### config.mk
export PLATFORM = sky130hd
export DESIGN_NAME = fetch_stage_flat
export DESIGN_NICKNAME = d
export VERILOG_FILES = /design/src/rtl/fetch_stage_if.sv /design/src/rtl/fetch_stage.sv /design/src/flat_wrapper.sv
export SDC_FILE = /design/constraint.sdc
export NUM_CORES = 1
export LEC_CHECK = 0
export BUFFER_PORTS_ARGS = -buffer_cell sky130_fd_sc_hd__buf_2
export CELL_PAD_IN_SITES_DETAIL_PLACEMENT = 0
export CELL_PAD_IN_SITES_GLOBAL_PLACEMENT = 1
export CORE_ASPECT_RATIO = 0.5
export CORE_MARGIN = 2
export CORE_UTILIZATION = 46
export CTS_BUF_LIST = sky130_fd_sc_hd__clkbuf_2
export CTS_CLUSTER_SIZE = 10
export DETAILED_ROUTE_END_ITERATION = 10
export GPL_TIMING_DRIVEN = 0
export HOLD_SLACK_MARGIN = 0.08
export PLACE_DENSITY = 0.81
export SLEW_MARGIN = 20
export SYNTH_ARGS = -nofsm -noshare
export SYNTH_HDL_FRONTEND = slang
export SYNTH_SLANG_ARGS = --single-unit
### constraint.sdc
create_clock -name clk -period 4.86 [get_ports clk]
set_clock_uncertainty 0.05 [all_clocks]
set_input_delay 0.486 -clock clk [delete_from_list [all_inputs] [get_ports clk]]
set_output_delay 0.486 -clock clk [all_outputs]
set_load 0.01 [all_outputs]
### src/rtl/fetch_stage_if.sv
// Instruction-memory request/response bundle between the fetch stage (master) and memory (slave).
interface fetch_stage_if #(
  parameter int WIDTH = 22
);
  logic             imem_req;
  logic [WIDTH-1:0] imem_addr;
  logic [WIDTH-1:0] imem_rdata;
  logic             imem_ready;

  modport master (output imem_req, imem_addr, input imem_rdata, imem_ready);
  modport slave  (input imem_req, imem_addr, output imem_rdata, imem_ready);
endinterface

### src/rtl/fetch_stage.sv
// Instruction-fetch stage: owns the PC, drives the multi-cycle imem request and the IF/ID register.
module fetch_stage #(
  parameter int               WIDTH    = 22,
  parameter logic [WIDTH-1:0] RESET_PC = '0,
  parameter logic [WIDTH-1:0] PC_STEP  = 4
) (
  input  logic             clk,
  input  logic             rst,
  input  logic             stall_f,
  input  logic             flush_d,
  input  logic             pc_src_in,
  input  logic [WIDTH-1:0] branch_target_in,
  fetch_stage_if.master    imem,
  output logic [WIDTH-1:0] instruction_decode_out,
  output logic [WIDTH-1:0] pc_plus_8_out,
  output logic             valid_decode_out
);

  typedef enum logic [1:0] {FETCH, HOLD, DROP} state_t;

  state_t           r_state;
  logic [WIDTH-1:0] r_pc_f;
  logic [WIDTH-1:0] r_drop_addr;
  logic [WIDTH-1:0] r_skid_instr;
  logic [WIDTH-1:0] r_skid_pc;
  logic [WIDTH-1:0] r_instr;
  logic [WIDTH-1:0] r_pc8;
  logic             r_valid;
  logic             w_accept;

  function automatic logic [WIDTH-1:0] pc_add(input logic [WIDTH-1:0] a, input logic [WIDTH-1:0] b);
    return a + b;
  endfunction

  localparam logic [WIDTH-1:0] PC_STEP2 = PC_STEP + PC_STEP;

  // DROP keeps presenting the abandoned address while pc_f already holds the redirect target.
  assign imem.imem_req  = ~rst & (r_state != HOLD);
  assign imem.imem_addr = (r_state == DROP) ? r_drop_addr : r_pc_f;
  assign w_accept       = imem.imem_req & imem.imem_ready;

  assign instruction_decode_out = r_instr;
  assign pc_plus_8_out          = r_pc8;
  assign valid_decode_out       = r_valid;

  always_ff @(posedge clk or posedge rst) begin
    if (rst) begin
      r_state      <= FETCH;
      r_pc_f       <= RESET_PC;
      r_drop_addr  <= '0;
      r_skid_instr <= '0;
      r_skid_pc    <= '0;
      r_instr      <= '0;
      r_pc8        <= '0;
      r_valid      <= 1'b0;
    end else begin
      if (pc_src_in) begin
        r_pc_f <= branch_target_in;
        case (r_state)
          FETCH: begin
            if (w_accept) begin
              r_state <= FETCH;
            end else begin
              r_state     <= DROP;
              r_drop_addr <= r_pc_f;
            end
          end
          DROP:    if (w_accept) r_state <= FETCH;
          default: r_state <= FETCH;
        endcase
      end else begin
        case (r_state)
          FETCH: begin
            if (w_accept && !stall_f) begin
              r_pc_f <= pc_add(r_pc_f, PC_STEP);
            end else if (w_accept) begin
              r_skid_instr <= imem.imem_rdata;
              r_skid_pc    <= r_pc_f;
              r_state      <= HOLD;
            end
          end
          HOLD: begin
            if (!stall_f) begin
              r_pc_f  <= pc_add(r_pc_f, PC_STEP);
              r_state <= FETCH;
            end
          end
          DROP:    if (w_accept) r_state <= FETCH;
          default: r_state <= FETCH;
        endcase
      end

      // IF/ID register: flush beats stall, stall beats any load; redirected words never enter.
      if (flush_d) begin
        r_instr <= '0;
        r_pc8   <= '0;
        r_valid <= 1'b0;
      end else if (!stall_f) begin
        if (!pc_src_in && r_state == FETCH && w_accept) begin
          r_instr <= imem.imem_rdata;
          r_pc8   <= pc_add(r_pc_f, PC_STEP2);
          r_valid <= 1'b1;
        end else if (!pc_src_in && r_state == HOLD) begin
          r_instr <= r_skid_instr;
          r_pc8   <= pc_add(r_skid_pc, PC_STEP2);
          r_valid <= 1'b1;
        end else begin
          r_instr <= '0;
          r_pc8   <= '0;
          r_valid <= 1'b0;
        end
      end
    end
  end

endmodule
### src/flat_wrapper.sv
// flat-port wrapper written by rule: the top's interface ports become plain ports
module fetch_stage_flat 
#(
  parameter int               WIDTH    = 22,
  parameter logic [WIDTH-1:0] RESET_PC = '0,
  parameter logic [WIDTH-1:0] PC_STEP  = 4
)
  (clk, rst, stall_f, flush_d, pc_src_in, branch_target_in, instruction_decode_out, pc_plus_8_out, valid_decode_out, imem_imem_req, imem_imem_addr, imem_imem_rdata, imem_imem_ready);
  fetch_stage_if #(.WIDTH(WIDTH)) imem_i ();
  input  logic clk;
  input  logic rst;
  input  logic stall_f;
  input  logic flush_d;
  input  logic pc_src_in;
  input  logic [WIDTH-1:0] branch_target_in;
  output logic [WIDTH-1:0] instruction_decode_out;
  output logic [WIDTH-1:0] pc_plus_8_out;
  output logic valid_decode_out;
  output wire logic [$bits(imem_i.imem_req)-1:0] imem_imem_req;
  output wire logic [$bits(imem_i.imem_addr)-1:0] imem_imem_addr;
  input wire logic [$bits(imem_i.imem_rdata)-1:0] imem_imem_rdata;
  input wire logic [$bits(imem_i.imem_ready)-1:0] imem_imem_ready;
  assign imem_imem_req = imem_i.imem_req;
  assign imem_imem_addr = imem_i.imem_addr;
  assign imem_i.imem_rdata = imem_imem_rdata;
  assign imem_i.imem_ready = imem_imem_ready;
  fetch_stage #(.WIDTH(WIDTH), .RESET_PC(RESET_PC), .PC_STEP(PC_STEP)) u_core (.clk(clk), .rst(rst), .stall_f(stall_f), .flush_d(flush_d), .pc_src_in(pc_src_in), .branch_target_in(branch_target_in), .imem(imem_i), .instruction_decode_out(instruction_decode_out), .pc_plus_8_out(pc_plus_8_out), .valid_decode_out(valid_decode_out));
endmodule
==> flow_metrics.py, run 1 <==
metrics = {
    "power_and_ir_drop": {
        "leakage_nw": 3.75,
        "power.density_mw_per_mm2": 330,
        "p_int_mw": 1.90,
        "p_sw_share_pct": 30.9,
        "p_sw_uw": 852,
        "ir_drop_uv": 170,
        "seqPwrFrac_pct": 52.4,
        "p_comb_share_pct": 21.8,
        "clkPwrFrac_pct": 25.8,
    },
    "worst_setup_path": {
        "slowest_delay_ps": 490,
        "crit_arrival_ps": 2700,
        "worstPathRequired_ps": 4320,
        "slowest_stage": "buf_1",
        "crit_chain": "buf_2 -> nand2b_1 -> buf_1 -> mux2_2 -> buf_2",
        "worst-setup-path-type": "reg -> out",
        "crit_family": "buffers and inverters",
        "cp.buffers_inverters": 3,
        "endpoint_kind": "output port",
        "cp_common_cell": "buf_2",
        "crit_path_max_fanout": 10,
        "startpoint_type": "flop",
    },
    "sta": {
        "relSlewSlack_pct": 44.4,
        "hold_viol": 0,
        "fin_crit_sh_pct": 66.6,
        "max_freq_mhz": 309,
        "rsz0062_at_grt": "false",
        "tightest_slew_ps": 832,
        "setup_tns_ps": 0,
        "drv_slew": 0,
        "worst_slack_ps": 1620,
        "final-setup-viol-count": 0,
        "period_minus_slack_ps": 3240,
    },
    "run": {
        "maxCapViolations": 0,
    },
    "layout": {
        "fill_cells": 1293,
        "layout-drive-gt1-share_pct": 28.9,
        "fin_nets": 847,
        "syn2layout_area_growth_pct": 23.0,
    },
    "clocking": {
        "clock_sinks": 135,
        "clock_tree.root_cell": "clkbuf_2",
        "cts_resized": 0,
        "cts_buffers": 17,
        "cts_setup_buffers": 0,
        "htreeDepth": 4,
        "worstSkewPairLatency_ps": 680,
        "hold_buffers": 45,
        "clk_pin_slew_ps": 200,
        "clk_path_buf_depth": 2,
        "cts_tree": "yes",
    },
    "placed_design": {
        "dp_slack_ps": 2190,
        "gp_congestion": 0.867,
        "hpwl_microns": 12200,
        "numPortBuffers": 115,
    },
    "synthesis": {
        "synth_top_area_share_pct": 49.8,
        "syn_nets": 667,
        "yosysTopAreaCell": "dfrtp_1",
        "syn_area_sq_mm": 0.00679,
        "ys_top_cells_by_area": "dfrtp_1, mux2_2, mux2_1, xnor2_1, a221oi_1",
        "netlist_instances": 614,
        "synth.avg_cell_area_sq_um": 11.1,
        "ys_seq_elements": 135,
        "synth_seq_area_share_pct": 49.8,
        "ys_types": 48,
        "ys.warnings.count": 0,
    },
    "hold_path": {
        "hp-class": "in -> reg",
    },
    "detailed_routing": {
        "drc": 0,
        "totalWireLength_microns": 17100,
        "postRouteAntennaNets": 0,
        "vias": 5280,
        "via_per_inst": 5.25,
        "wl_per_cell_microns": 17.0,
        "drtIter0Drc": 272,
        "first_pass_iters": 5,
    },
    "grt": {
        "grt-ovfl-total": 0,
        "grt_pass1_wl_microns": 27500,
        "grt_max_degree": 79,
        "grt_util_all_layers_pct": 22.3,
        "grt_pass1_vias": 5171,
        "antenna_found_initial": 0,
    },
    "die": {
        "coreArea_sq_mm": 0.0144,
        "initial_core_util_pct": 47.1,
        "die_h_microns": 89.9,
        "chipWidth_microns": 176,
        "placementRows": 31,
        "die-area_sq_mm": 0.0158,
        "io_pins": 118,
    },
    "outcome": {
        "status": "completed",
    },
}
[sequential cells by signal (all words and copies together), names as in the netlist]
signal                         flops
u_core.pc_plus_8_out              22
u_core.r_drop_addr                22
u_core.r_state                     2
u_core.r_skid_instr               22
u_core.r_pc_f                     22
u_core.instruction_decode_out     22
u_core.valid_decode_out            1
u_core.r_skid_pc                  22
[layout make-up]
class	instances	area [sq um]	area share, %
multi-input cells	423	3160	37.8
flip-flops and latches	135	3380	40.5
plain buffers	52	240	2.88
well taps	198	248	2.97
clock inverters	13	158	1.89
diodes	1	2.50	0.0300
repair buffers	161	1050	12.6
inverters	4	22.5	0.270
clock buffers	18	90.1	1.08
[final timing paths]
check / depth (start not counted) / startpoint / slack (ps) / end
setup / recovery: 5 / u_core.r_state[0] / 1620 / imem_imem_addr[7]
hold / removal: 4 / imem_imem_ready / 170 / u_core.r_state[1]
setup reg to reg: 6 / u_core.r_pc_f[3] / 2580 / u_core.pc_plus_8_out[19]
hold reg to reg: 2 / u_core.pc_plus_8_out[2] / 460 / u_core.pc_plus_8_out[2]
max in group asynchronous: 4 / rst / 3720 / u_core.r_skid_pc[16]
min in group asynchronous: 3 / rst / 300 / u_core.instruction_decode_out[0]
[worst reg2reg max path, stage by stage, from the launching register on]
cell	delay, ps
dfrtp_1	560
ha_1	310
nand3_4	140
or2_1	290
or4_1	510
a21oi_1	210
a221o_1	140
[layout by cell type (no fill, tap or decap), drive strengths merged, types with 3 or more instances in the layout]
cell	instances
clkinvlp	3
o221ai	3
a21oi	7
nand3	16
inv	4
clkinv	7
nand4	9
dfrtp	135
mux2	91
xor2	15
dlygate4sd3	45
bufinv	3
xnor2	34
a22oi	4
nor2	21
ha	3
o21a	3
mux2i	4
nor3	41
and4	6
clkbuf	42
nor2b	29
nor4	7
o21ai	31
a221oi	28
and3	3
buf	144
nand2	47
nand2b	3
[through the flow]
| stage | hold slack [ps] | cell area [sq um] | instances | power [mW] | util (%) |
|---|---|---|---|---|---|
| global placement | 407 | 7610 | 927 | 2.02 | 52.8 |
| CTS | 144 | 8350 | 1004 | 2.78 | 57.8 |
| finish | 169 | 8350 | 1005 | 2.76 | 57.9 |
| global route | 157 | 8350 | 1004 | 2.92 | 57.8 |
| floorplan | 414 | 6790 | 614 | 1.84 | - |
| detailed placement | 420 | 7650 | 928 | 2.04 | 53.0 |
[synth_stat cells, drive strengths merged]
library cell	number
a21oi	7
a221o	2
a221oi	28
a22o	1
a22oi	4
a32o	1
and2	2
and3	3
and4	6
buf	28
clkbuf	24
dfrtp	135
ha	3
inv	4
mux2	91
mux2i	4
nand2	47
nand2b	3
nand3	16
nand3b	1
nand4	9
nor2	21
nor2b	29
nor3	41
nor3b	1
nor4	7
o2111ai	1
o211ai	2
o21a	3
o21ai	31
o221ai	3
o31ai	2
or2	2
or3	1
or4	2
xnor2	34
xor2	15
[power groups by stage]
| stage | Combinational, mW | Sequential, mW | Clock, mW |
|---|---|---|---|
| floorplan | 0.408 | 1.43 | 0 |
| global placement | 0.564 | 1.45 | 0 |
| detailed placement | 0.579 | 1.47 | 0 |
| CTS | 0.610 | 1.44 | 0.726 |
| global route | 0.666 | 1.47 | 0.789 |
| finish | 0.601 | 1.44 | 0.710 |
[layer usage]
metal	track usage [%]	wire, microns
met5	0	0
met4	5.17	203
met3	4.82	841
met2	32.8	7340
met1	33.6	8740
[logic make-up after synthesis]
kind of cell | share of synthesized area (%)
mux | 15.7
buf+inv | 3.76
xor+xnor | 6.32
simple gates | 15.2
fa+ha+maj | 0.553
compound gates | 8.72
flops | 49.8
Power figures use the tool's default switching activity.
==> inputs of run 2 (changes only) <==
==> constraint.sdc (replaced) <==
create_clock -name clk -period 3 [get_ports clk]
set_clock_uncertainty 0.05 [all_clocks]
set_input_delay 0.3 -clock clk [delete_from_list [all_inputs] [get_ports clk]]
set_output_delay 0.3 -clock clk [all_outputs]
set_load 0.01 [all_outputs]
==> flow_metrics.py, run 2 (same netlist as run 1, synthesis figures left out) <==
metrics = {
    "sta": {
        "worst_slack_ps": 199,
        "tightest_slew_ps": 923,
        "setup_tns_ps": 0,
        "fin_crit_sh_pct": 93.4,
        "final-setup-viol-count": 0,
        "period_minus_slack_ps": 2800,
        "rsz0062_at_grt": "false",
        "hold_viol": 0,
        "relSlewSlack_pct": 38.3,
        "drv_slew": 0,
        "max_freq_mhz": 357,
    },
    "placed_design": {
        "numPortBuffers": 115,
        "dp_slack_ps": 544,
        "hpwl_microns": 12800,
        "gp_congestion": 0.849,
    },
    "worst_setup_path": {
        "slowest_stage": "dfrtp_1",
        "crit_arrival_ps": 2450,
        "crit_family": "buffers and inverters",
        "cp.buffers_inverters": 3,
        "slowest_delay_ps": 420,
        "crit_path_max_fanout": 10,
        "worst-setup-path-type": "reg -> out",
        "endpoint_kind": "output port",
        "startpoint_type": "flop",
        "worstPathRequired_ps": 2650,
        "cp_common_cell": "buf_2",
        "crit_chain": "buf_2 -> nand2b_1 -> buf_2 -> mux2_2 -> buf_2",
    },
    "die": {
        "coreArea_sq_mm": 0.0144,
        "die-area_sq_mm": 0.0158,
        "io_pins": 118,
        "die_h_microns": 89.9,
        "initial_core_util_pct": 47.1,
        "placementRows": 31,
        "chipWidth_microns": 176,
    },
    "detailed_routing": {
        "postRouteAntennaNets": 0,
        "drtIter0Drc": 310,
        "drc": 0,
        "vias": 5368,
        "totalWireLength_microns": 17700,
        "wl_per_cell_microns": 17.5,
        "first_pass_iters": 6,
        "via_per_inst": 5.31,
    },
    "clocking": {
        "clk_path_buf_depth": 2,
        "clock_sinks": 135,
        "cts_tree": "yes",
        "clock_tree.root_cell": "clkbuf_2",
        "clk_pin_slew_ps": 200,
        "htreeDepth": 4,
        "worstSkewPairLatency_ps": 680,
        "cts_setup_buffers": 0,
        "cts_buffers": 17,
    },
    "run": {
        "maxCapViolations": 0,
    },
    "power_and_ir_drop": {
        "ir_drop_uv": 273,
        "power.density_mw_per_mm2": 540,
        "leakage_nw": 3.80,
    },
    "grt": {
        "grt_pass1_wl_microns": 28400,
        "grt_util_all_layers_pct": 23.1,
        "grt_pass1_vias": 5439,
        "grt-ovfl-total": 0,
        "grt_max_degree": 33,
        "antenna_found_initial": 0,
    },
    "outcome": {
        "status": "completed",
    },
    "layout": {
        "diodes": 0,
        "fill_cells": 1303,
        "mostFrequentLayoutCells": "dfrtp_1, buf_2, mux2_2",
        "fin_nets": 854,
        "syn2layout_area_growth_pct": 24.7,
        "regArea_sq_mm": 0.00338,
        "layout_commonest_cell": "dfrtp_1",
        "multi_input_area_sq_mm": 0.00316,
        "layout-drive-gt1-share_pct": 29.1,
    },
    "hold_path": {
        "hp-class": "in -> reg",
    },
}
==> run 2: changes by cell type in the layout (fill, tap and decap cells not counted), moves of 2 or more <==
cell / previous run / this run
buf_1: 4 / 2
clkinv_2: 3 / 1
dlygate4sd3_1: 45 / 49
buf_12: 0 / 3
==> run 2: layout make-up <==
class	count	share of cell area, %
multi-input combinational	423	37.3
buffer	52	2.90
sequential	135	39.9
inverter	4	0.222
tap	198	2.93
clock inverter	13	2.14
clock buffer	17	1.00
timing repair buffer	168	13.6
==> run 2: worst min-delay path: stages <==
cell	delay, ps
buf_2	190
clkbuf_1	260
nand2_1	110
o21ai_0	60
==> run 2: power by group <==
group	leakage [nW]	switching [mW]	internal, mW
Combinational	1.93	0.478	0.522
Clock	0.147	0.692	0.535
Sequential	1.72	0.228	2.12
==> run 2: stage by stage <==
step	total power [mW]	utilization (%)	instances	hold WS, ps	area, sq um
2_1_floorplan	2.98	-	614	371	6790
3_3_place_gp	3.27	52.8	927	406	7620
3_5_place_dp	3.33	53.4	931	409	7700
4_1_cts	4.61	58.7	1010	157	8460
5_1_grt	4.84	58.7	1010	181	8470
6_report	4.57	58.7	1010	203	8470
==> run 2: path summary, 6_finish.rpt <==
check | cells after the start | from | slack [ps] | endpoint
worst max-delay path | 5 | u_core.r_state[0] | 200 | imem_imem_addr[10]
worst min-delay path | 4 | pc_src_in | 200 | u_core.r_pc_f[14]
worst max register to register | 4 | u_core.r_state[0] | 690 | u_core.r_drop_addr[14]
worst min register to register | 2 | u_core.valid_decode_out | 450 | u_core.valid_decode_out
max in group asynchronous | 5 | rst | 1920 | u_core.r_pc_f[15]
min in group asynchronous | 3 | rst | 220 | u_core.r_skid_instr[3]
==> run 2: layer usage <==
metal	GRT usage (%)	wire, microns
met2	35.4	7710
met5	0	0
met1	33.6	8770
met3	4.78	1000
met4	5.85	187
==> run 2: repair_timing <==
| action | CTS | global route |
|---|---|---|
| endpoints found under the hold margin | 119 | 0 |
| hold buffers | 49 | 0 |
| pin swaps | 0 | 0 |
| gates resized for setup | 2 | 1 |
| setup endpoints to repair | 20 | 9 |
==> inputs of run 3 (changes only) <==
--- a/config.mk
+++ b/config.mk
@@ -5,18 +5,18 @@
 export SDC_FILE = /design/constraint.sdc
 export NUM_CORES = 1
 export LEC_CHECK = 0
-export BUFFER_PORTS_ARGS = -buffer_cell sky130_fd_sc_hd__buf_2
 export CELL_PAD_IN_SITES_DETAIL_PLACEMENT = 0
 export CELL_PAD_IN_SITES_GLOBAL_PLACEMENT = 1
 export CORE_ASPECT_RATIO = 0.5
 export CORE_MARGIN = 2
-export CORE_UTILIZATION = 46
+export CORE_UTILIZATION = 52
 export CTS_BUF_LIST = sky130_fd_sc_hd__clkbuf_2
 export CTS_CLUSTER_SIZE = 10
 export DETAILED_ROUTE_END_ITERATION = 10
+export DONT_BUFFER_PORTS = 1
 export GPL_TIMING_DRIVEN = 0
 export HOLD_SLACK_MARGIN = 0.08
-export PLACE_DENSITY = 0.81
+export PLACE_DENSITY = 0.8
 export SLEW_MARGIN = 20
 export SYNTH_ARGS = -nofsm -noshare
 export SYNTH_HDL_FRONTEND = slang
==> constraint.sdc (replaced) <==
create_clock -name clk -period 2.6 [get_ports clk]
set_clock_uncertainty 0.05 [all_clocks]
set_input_delay 0.26 -clock clk [delete_from_list [all_inputs] [get_ports clk]]
set_output_delay 0.26 -clock clk [all_outputs]
set_load 0.01 [all_outputs]
==> flow_metrics.py, run 3 (same netlist as run 1, synthesis figures left out) <==
metrics = {
    "run": {
        "maxCapViolations": 0,
    },
    "layout": {
        "fin_nets": 743,
        "fill_cells": 1066,
        "layout_commonest_cell": "dfrtp_1",
        "syn2layout_area_growth_pct": 16.5,
        "layout-drive-gt1-share_pct": 17.7,
        "utilization_pct": 62.3,
        "final_cell_area_sq_mm": 0.00791,
        "stdcell_count": 871,
        "diodes": 0,
        "mostFrequentLayoutCells": "dfrtp_1, mux2_2, dlygate4sd3_1",
    },
    "clocking": {
        "cts_buffers": 17,
        "cts_tree": "yes",
        "clock_sinks": 135,
        "worstSkewPairLatency_ps": 670,
        "htreeDepth": 4,
        "clk_pin_slew_ps": 210,
        "clock_tree.root_cell": "clkbuf_2",
        "clk_path_buf_depth": 2,
    },
    "worst_setup_path": {
        "slowest_stage": "dfrtp_1",
        "startpoint_type": "flop",
        "r2r_start": "u_core.r_pc_f[3]",
        "crit_path_max_fanout": 10,
        "rrSetupSlack_ps": 290,
        "slowest_delay_ps": 400,
        "worstPathRequired_ps": 2290,
        "worst-setup-path-type": "reg -> out",
        "crit_chain": "buf_2 -> nand2b_4 -> buf_4 -> mux2_2",
        "regToRegEndpoint": "u_core.r_pc_f[19]",
        "crit_arrival_ps": 2120,
        "rr_worst_depth": 7,
        "endpoint_kind": "output port",
    },
    "die": {
        "initial_core_util_pct": 53.5,
        "die-area_sq_mm": 0.0140,
        "die_h_microns": 84.8,
        "io_pins": 118,
        "chipWidth_microns": 166,
        "placementRows": 29,
        "coreArea_sq_mm": 0.0127,
    },
    "sta": {
        "fin_crit_sh_pct": 93.4,
        "period_minus_slack_ps": 2430,
        "hold_viol": 0,
        "drv_slew": 0,
        "max_freq_mhz": 412,
        "tightest_slew_ps": 953,
        "worst_slack_ps": 171,
        "relSlewSlack_pct": 36.3,
        "final-setup-viol-count": 0,
        "rsz0062_at_grt": "false",
        "setup_tns_ps": 0,
    },
    "placed_design": {
        "gp_congestion": 0.850,
        "placed_cells": 789,
        "numPortBuffers": 0,
        "hpwl_microns": 12300,
        "place_area_sq_mm": 0.00713,
        "dp_slack_ps": 347,
    },
    "detailed_routing": {
        "drc": 0,
        "drtIter0Drc": 275,
        "postRouteAntennaNets": 0,
        "via_per_inst": 5.69,
        "wl_per_cell_microns": 19.9,
        "vias": 4957,
        "totalWireLength_microns": 17300,
        "first_pass_iters": 8,
    },
    "power_and_ir_drop": {
        "leakage_nw": 3.31,
        "power.density_mw_per_mm2": 643,
        "ir_drop_uv": 309,
    },
    "grt": {
        "grt_util_all_layers_pct": 25.9,
        "grt_pass1_vias": 5198,
        "grt_max_degree": 31,
        "antenna_found_initial": 0,
        "grt-ovfl-total": 0,
        "grt_pass1_wl_microns": 28400,
    },
    "hold_path": {
        "hp-class": "in -> reg",
        "worstHoldEndpoint": "u_core.valid_decode_out",
        "hp-start": "stall_f",
        "whs_path_depth": 4,
    },
    "outcome": {
        "status": "completed",
    },
}
==> run 3: worst max path at each step <==
stage,from,to,slack (ps),cells past startpoint
final,u_core.r_state[0],imem_imem_addr[3],170,4
after global routing,u_core.r_state[0],imem_imem_addr[3],40,4
after CTS,u_core.r_state[0],imem_imem_addr[3],40,4
after detailed placement,u_core.r_pc_f[3],u_core.r_pc_f[19],350,7
after global placement,rst,u_core.r_drop_addr[17],-150,1
after floorplan,rst,u_core.instruction_decode_out[0],610,1
==> run 3: routing by layer <==
metal / vias to the layer above / part of all wire, % / GRT usage, % / wire length, microns
met4: 0 / 0.83 / 6.56 / 144
met2: 147 / 43 / 39.1 / 7450
met1: 2449 / 50 / 38.1 / 8650
li1: 2349 / - / - / -
met3: 12 / 6.2 / 5.94 / 1070
met5: - / 0 / 0 / 0
==> run 3: where the power goes <==
part | switching, mW | total (mW) | internal (mW)
Sequential | 0.286 | 2.73 | 2.44
Clock | 0.799 | 1.33 | 0.531
Combinational | 0.507 | 1.03 | 0.522
==> run 3: final cells by class <==
class                      instances  area, sq um  area share (%)
clock inverter                    12          154            1.95
clock buffer                      18         90.1            1.14
buffer                            52          248            3.13
inverter                           4         18.8           0.237
multi-input combinational        423         3160            40.0
tap                              170          213            2.69
timing repair buffer              57          643            8.13
sequential                       135         3380            42.7
==> run 3: repair_timing <==
action | in CTS | in global routing
endpoints found under the setup margin | 20 | 10
hold endpoints to repair | 225 | 0
pin swaps | 0 | 0
hold buffers | 52 | 0
gates resized for setup | 5 | 1
setup buffers | 0 | 0
==> run 3: through the flow <==
step           power [mW]  hold WS (ps)
2_1_floorplan        3.44           331
3_3_place_gp         3.64           335
3_5_place_dp         3.72           135
4_1_cts              5.11           101
5_1_grt              5.37           145
6_report             5.09           150
==> run 3: worst max-delay path, delay by kind of cell (launching register included) <==
kind	cells	cell delay [ps]
buffers and inverters	2	450
flip-flops	1	400
multiplexers	1	390
AND/OR/NAND/NOR	1	230
